===== config.mk =====
export PLATFORM = sky130hd
export DESIGN_NAME = seq_logic_unit
export DESIGN_NICKNAME = d
export VERILOG_FILES = /design/src/rtl/seq_logic_pkg.sv /design/src/rtl/chunk_logic.sv /design/src/rtl/seq_logic_unit.sv
export SDC_FILE = /design/constraint.sdc
export NUM_CORES = 1
export LEC_CHECK = 0
export CORE_MARGIN = 5
export CORE_UTILIZATION = 43
export DETAILED_ROUTE_END_ITERATION = 10
export PLACE_DENSITY = 0.67
export SYNTH_ARGS = -nofsm -noshare
export SYNTH_HDL_FRONTEND = slang
export SYNTH_SLANG_ARGS = --single-unit

===== constraint.sdc =====
create_clock -name clk -period 2.9 [get_ports clk]
set_input_delay 0.58 -clock clk [delete_from_list [all_inputs] [get_ports clk]]
set_output_delay 0.58 -clock clk [all_outputs]
set_load 0.005 [all_outputs]

===== src/rtl/seq_logic_pkg.sv =====
// Shared encodings for the chunk-serial bitwise logic unit: operation codes,
// FSM states and a helper that sizes the chunk counter.
package seq_logic_pkg;

  typedef enum logic [1:0] {
    OP_AND = 2'b00,
    OP_OR  = 2'b01,
    OP_XOR = 2'b10,
    OP_NOR = 2'b11
  } op_t;

  typedef enum logic [1:0] {
    IDLE = 2'b00,
    RUN  = 2'b01,
    DONE = 2'b10
  } state_t;

  // A single-chunk configuration still needs a 1-bit counter.
  function automatic int cnt_width(input int nch);
    return (nch > 1) ? $clog2(nch) : 1;
  endfunction

endpackage


===== src/rtl/chunk_logic.sv =====
// Combinational CHUNK-wide bitwise operator; the top reuses one instance for
// every chunk of an operation.
module chunk_logic
  import seq_logic_pkg::*;
#(
  parameter int CHUNK = 8
) (
  input  op_t              op,
  input  logic [CHUNK-1:0] a,
  input  logic [CHUNK-1:0] b,
  output logic [CHUNK-1:0] y
);

  always_comb begin
    y = '0;
    unique case (op)
      OP_AND:  y = a & b;
      OP_OR:   y = a | b;
      OP_XOR:  y = a ^ b;
      OP_NOR:  y = ~(a | b);
      default: y = '0;
    endcase
  end

endmodule


===== src/rtl/seq_logic_unit.sv =====
// Chunk-serial bitwise logic unit: captures a, b and op on start, processes
// CHUNK bits per clock, publishes the whole word at once in DONE.
// Optional macro SEQ_LOGIC_PARITY_EN adds a registered parity output.
module seq_logic_unit
  import seq_logic_pkg::*;
#(
  parameter int WIDTH = 32,
  parameter int CHUNK = 8
) (
  input  logic             clk,
  input  logic             rst_n,
  input  logic             start,
  input  logic [1:0]       op,
  input  logic [WIDTH-1:0] a,
  input  logic [WIDTH-1:0] b,
  output logic             busy,
  output logic             done,
  output logic [WIDTH-1:0] result
`ifdef SEQ_LOGIC_PARITY_EN
  ,
  output logic             parity
`endif
);

  localparam int NCH = WIDTH / CHUNK;
  localparam int CW  = cnt_width(NCH);

  state_t           state, state_next;
  logic [CW-1:0]    cnt;
  op_t              op_q;
  logic [WIDTH-1:0] a_q, b_q;
  logic [WIDTH-1:0] work, work_next;
  logic [CHUNK-1:0] chunk_a, chunk_b, chunk_y;
  logic             last_chunk;
  logic             accept;
  int               base;

  always_comb begin
    base    = int'(cnt) * CHUNK;
    chunk_a = a_q[base +: CHUNK];
    chunk_b = b_q[base +: CHUNK];
  end

  chunk_logic #(.CHUNK(CHUNK)) u_chunk (
    .op (op_q),
    .a  (chunk_a),
    .b  (chunk_b),
    .y  (chunk_y)
  );

  assign last_chunk = (cnt == CW'(NCH - 1));
  assign accept     = start && (state == IDLE || state == DONE);
  assign busy       = (state == RUN);
  assign done       = (state == DONE);

  always_ff @(posedge clk) begin
    if (!rst_n) state <= IDLE;
    else        state <= state_next;
  end

  always_comb begin
    state_next = state;
    work_next  = work;
    work_next[base +: CHUNK] = chunk_y;
    case (state)
      IDLE:    if (start) state_next = RUN;
      RUN:     if (last_chunk) state_next = DONE;
      DONE:    state_next = start ? RUN : IDLE;
      default: state_next = IDLE;
    endcase
  end

  // The final chunk is merged on the way into result so that result only ever
  // changes to a complete word, in the same edge that enters DONE.
  always_ff @(posedge clk) begin
    if (!rst_n) begin
      cnt    <= '0;
      op_q   <= OP_AND;
      a_q    <= '0;
      b_q    <= '0;
      work   <= '0;
      result <= '0;
    end else if (accept) begin
      cnt  <= '0;
      op_q <= op_t'(op);
      a_q  <= a;
      b_q  <= b;
      work <= '0;
    end else if (state == RUN) begin
      cnt  <= cnt + CW'(1);
      work <= work_next;
      if (last_chunk) result <= work_next;
    end
  end

`ifdef SEQ_LOGIC_PARITY_EN
  always_ff @(posedge clk) begin
    if (!rst_n)                         parity <= 1'b0;
    else if (state == RUN && last_chunk) parity <= ^work_next;
  end
`endif

endmodule


==> flow_metrics.py <==
metrics = {
    "status": {
        "outcome": "complete, no violations",
    },
    "sta": {
        "fmax_ghz": 0.425,
        "fin_ws_ns": 0.544,
        "maxSlewViolCount": 0,
        "tightest_slew_ns": 0.848,
        "finalSetupTns_ns": 0,
        "final.setup_skew_ns": 0.0113,
        "fin_crit_sh": 0.812,
        "slew_headroom": 0.434,
        "setup_viol": 0,
        "rsz0062_at_grt": "no",
        "hold_viol_final": 0,
        "period_needed_ns": 2.36,
    },
    "detailed_routing": {
        "vias": 4787,
        "drc_errors": 0,
        "viasPerCell": 5.20,
        "drt-initial-drc-count": 354,
        "ant_nets": 0,
        "post_drt_wl_per_cell_um": 15.8,
        "wl_mm": 14.5,
        "drt_pass1_iterations": 4,
    },
    "critical_path": {
        "critPathArrivalTime_ns": 2.63,
        "worstSetupPathType": "reg -> reg",
        "critPathCaptureType": "flip-flop",
        "path_common_cell": "a21oi_1",
        "crit_family": "multiplexers",
        "required_ns": 3.18,
        "critPathMaxFanout": 17,
        "critPathBufInv": 2,
        "cp_cell_sequence": "buf_12, mux4_2, inv_1, ha_1, mux2i_1, mux2i_4, a21oi_1, a21oi_1",
        "cp-start-kind": "flip-flop",
        "max_stage_delay_ns": 0.57,
        "cp_slowest_cell": "mux4_2",
        "rrSetupSlack_ns": 0.54,
    },
    "grt": {
        "antenna_found_initial": 0,
        "grt_pass1_vias": 4700,
        "grt_util_met3": 0.0466,
        "met1_usage": 0.247,
        "grt_start_max_net_pins": 68,
        "gr-usage-all-layers": 0.180,
        "grt_use_met2": 0.273,
        "grt_overflow_total": 0,
        "top_usage_layer": "met2",
        "grt_pass1_wl_mm": 23.8,
    },
    "synthesis": {
        "synth.net_count": 736,
        "syn_inst": 645,
        "yosysTopAreaCellShare": 0.439,
        "synth_top_cell_by_area": "dfxtp_1",
        "ys_seq_area_frac": 0.439,
        "synth_fa_ha_area_frac": 0.0450,
        "ys_seq_elements": 134,
        "syn_avg_cell_area_um2": 9.48,
        "yosysWarnings": 0,
        "ys.flop_type": "dfxtp_1",
        "synth_edf_count": 0,
        "synth_common_cells": "dfxtp_1 (134), nand2_1 (134), a21oi_1 (69)",
        "async_flop_share": 0,
        "synth-compound-area-share": 0.211,
        "synthSimpleGateAreaFrac": 0.140,
        "yosys.area_share.xor_xnor": 0.0129,
        "muxShareOfSynthArea": 0.102,
        "syn_area_um2": 6110,
        "synth.distinct_cells": 31,
        "synth_top_family_by_area": "compound AO/OA/AOI/OAI gates",
        "ys_top_cells_by_area": "dfxtp_1 (44%), nand2_1 (8.2%), mux4_2 (5.9%)",
    },
    "floorplan": {
        "coreArea_um2": 13900,
        "die-area_um2": 16700,
        "io_pins": 103,
        "die_h_um": 129,
        "start_util": 0.439,
        "die_w_um": 129,
        "rows": 43,
    },
    "pwr": {
        "p_clk_frac": 0.430,
        "leakage_nw": 2.94,
        "p_int_mw": 3.25,
        "p_per_area_nw_per_um2": 555,
        "seq_power_share": 0.453,
        "combPwrFrac": 0.117,
        "vdd_drop_max_mv": 0.514,
        "p_switching_mw": 1.04,
        "switching_share": 0.242,
    },
    "clock_tree": {
        "clock_latency_ns": 0.42,
        "htree_levels": 4,
        "clk_path_buf_depth": 2,
        "cts_tree": "yes",
        "cts_buffers": 17,
        "cts_setup_buffers": 0,
        "cts_resized": 0,
        "cts.sink_count": 134,
        "clk_pin_slew_ns": 0.05,
        "cts-hold-fix-buffers": 0,
        "root_buffer": "clkbuf_16",
    },
    "placed_design": {
        "gp_congestion": 0.794,
        "dp_slack_ns": 0.552,
        "dp_hpwl_mm": 10.1,
        "io_buffers": 102,
    },
    "cells_and_area": {
        "diodes": 0,
        "nets": 822,
        "drive_above_1_share": 0.100,
        "area_delta_synth_final_pct": 26.4,
    },
    "run": {
        "drv_cap": 0,
    },
    "min_path": {
        "worstHoldPathType": "reg -> reg",
    },
}
-- tightest hold or removal path, stage by stage (launching register included) --
cell,delay (ns)
dfxtp_1,0.30
nand2_1,0.05
a21boi_1,0.05
-- placed cells by master, fill, tap and decap left out, drive strengths merged --
cell type and count:
a21boi 66, a21oi 69, o21ai 32, and2b 8
nor2b 28, a22o 32, nor4b 1, o21a 1
and4b 1, and4bb 1, nor2 3, and3 5
xor2 8, nand2b 1, nor3 1, ha 22
clkinv 5, nand2 134, xnor2 1, inv 18
and2 1, clkdlybuf4s50 101, clkbuf 23, buf 12
mux4 16, mux2i 16, dfxtp 134
-- worst paths after layout --
path,from,endpoint,cells past startpoint
setup / recovery,cnt[0],result[0],8
hold reg to reg,a_q[4],a_q[4],2
hold / removal,a_q[4],a_q[4],2
setup reg to reg,cnt[0],result[0],8
-- logic make-up after synthesis --
kind of cell,after synthesis
adders and majority gates,22
muxes,32
AOI/OAI and AO/OA,200
and+or+nand+nor,184
buffers and inverters,64
xor gates and xnor gates,9
DFF,134
-- final cells by class --
class / count / area, um2
flip-flops and latches: 134 / 2680
repair buffers: 113 / 1120
clock buffers: 23 / 468
clock inverters: 5 / 28.8
inverters: 18 / 67.6
fillers: 1224 / 6210
multi-input cells: 447 / 3130
well taps: 180 / 225
-- registers in the layout, indices dropped and copies added (netlist names) --
name,count
a_q,32
b_q,32
result,32
work,32
cnt,2
op_q,2
state,2
-- layer usage --
metal | vias to the layer above | part of all wire
li1 | 2389 | -
met1 | 2219 | 0.48
met2 | 157 | 0.44
met3 | 22 | 0.055
met4 | 0 | 0.021
met5 | - | 0
-- stage by stage --
stage                     total power [mW]  std cells  area (um2)  hold slack (ns)  utilization
after floorplan                       2.29        645        6110            0.432            -
after CTS                             4.33        920        7720            0.453        0.554
after global routing                  4.46        920        7720            0.474        0.554
final                                 4.29        920        7720            0.448        0.554
after global placement                2.48        892        7230            0.443        0.519
after detailed placement              2.49        892        7230            0.446        0.519
-- power by group through the flow --
stage / sequential [mW] / combinational [mW] / clock, mW
after floorplan: 1.96 / 0.329 / 0
after CTS: 1.95 / 0.507 / 1.87
after detailed placement: 1.98 / 0.505 / 0
final: 1.94 / 0.502 / 1.84
after global placement: 1.98 / 0.496 / 0
after global routing: 1.95 / 0.551 / 1.96
No activity file was read; power rests on OpenSTA's default activity.
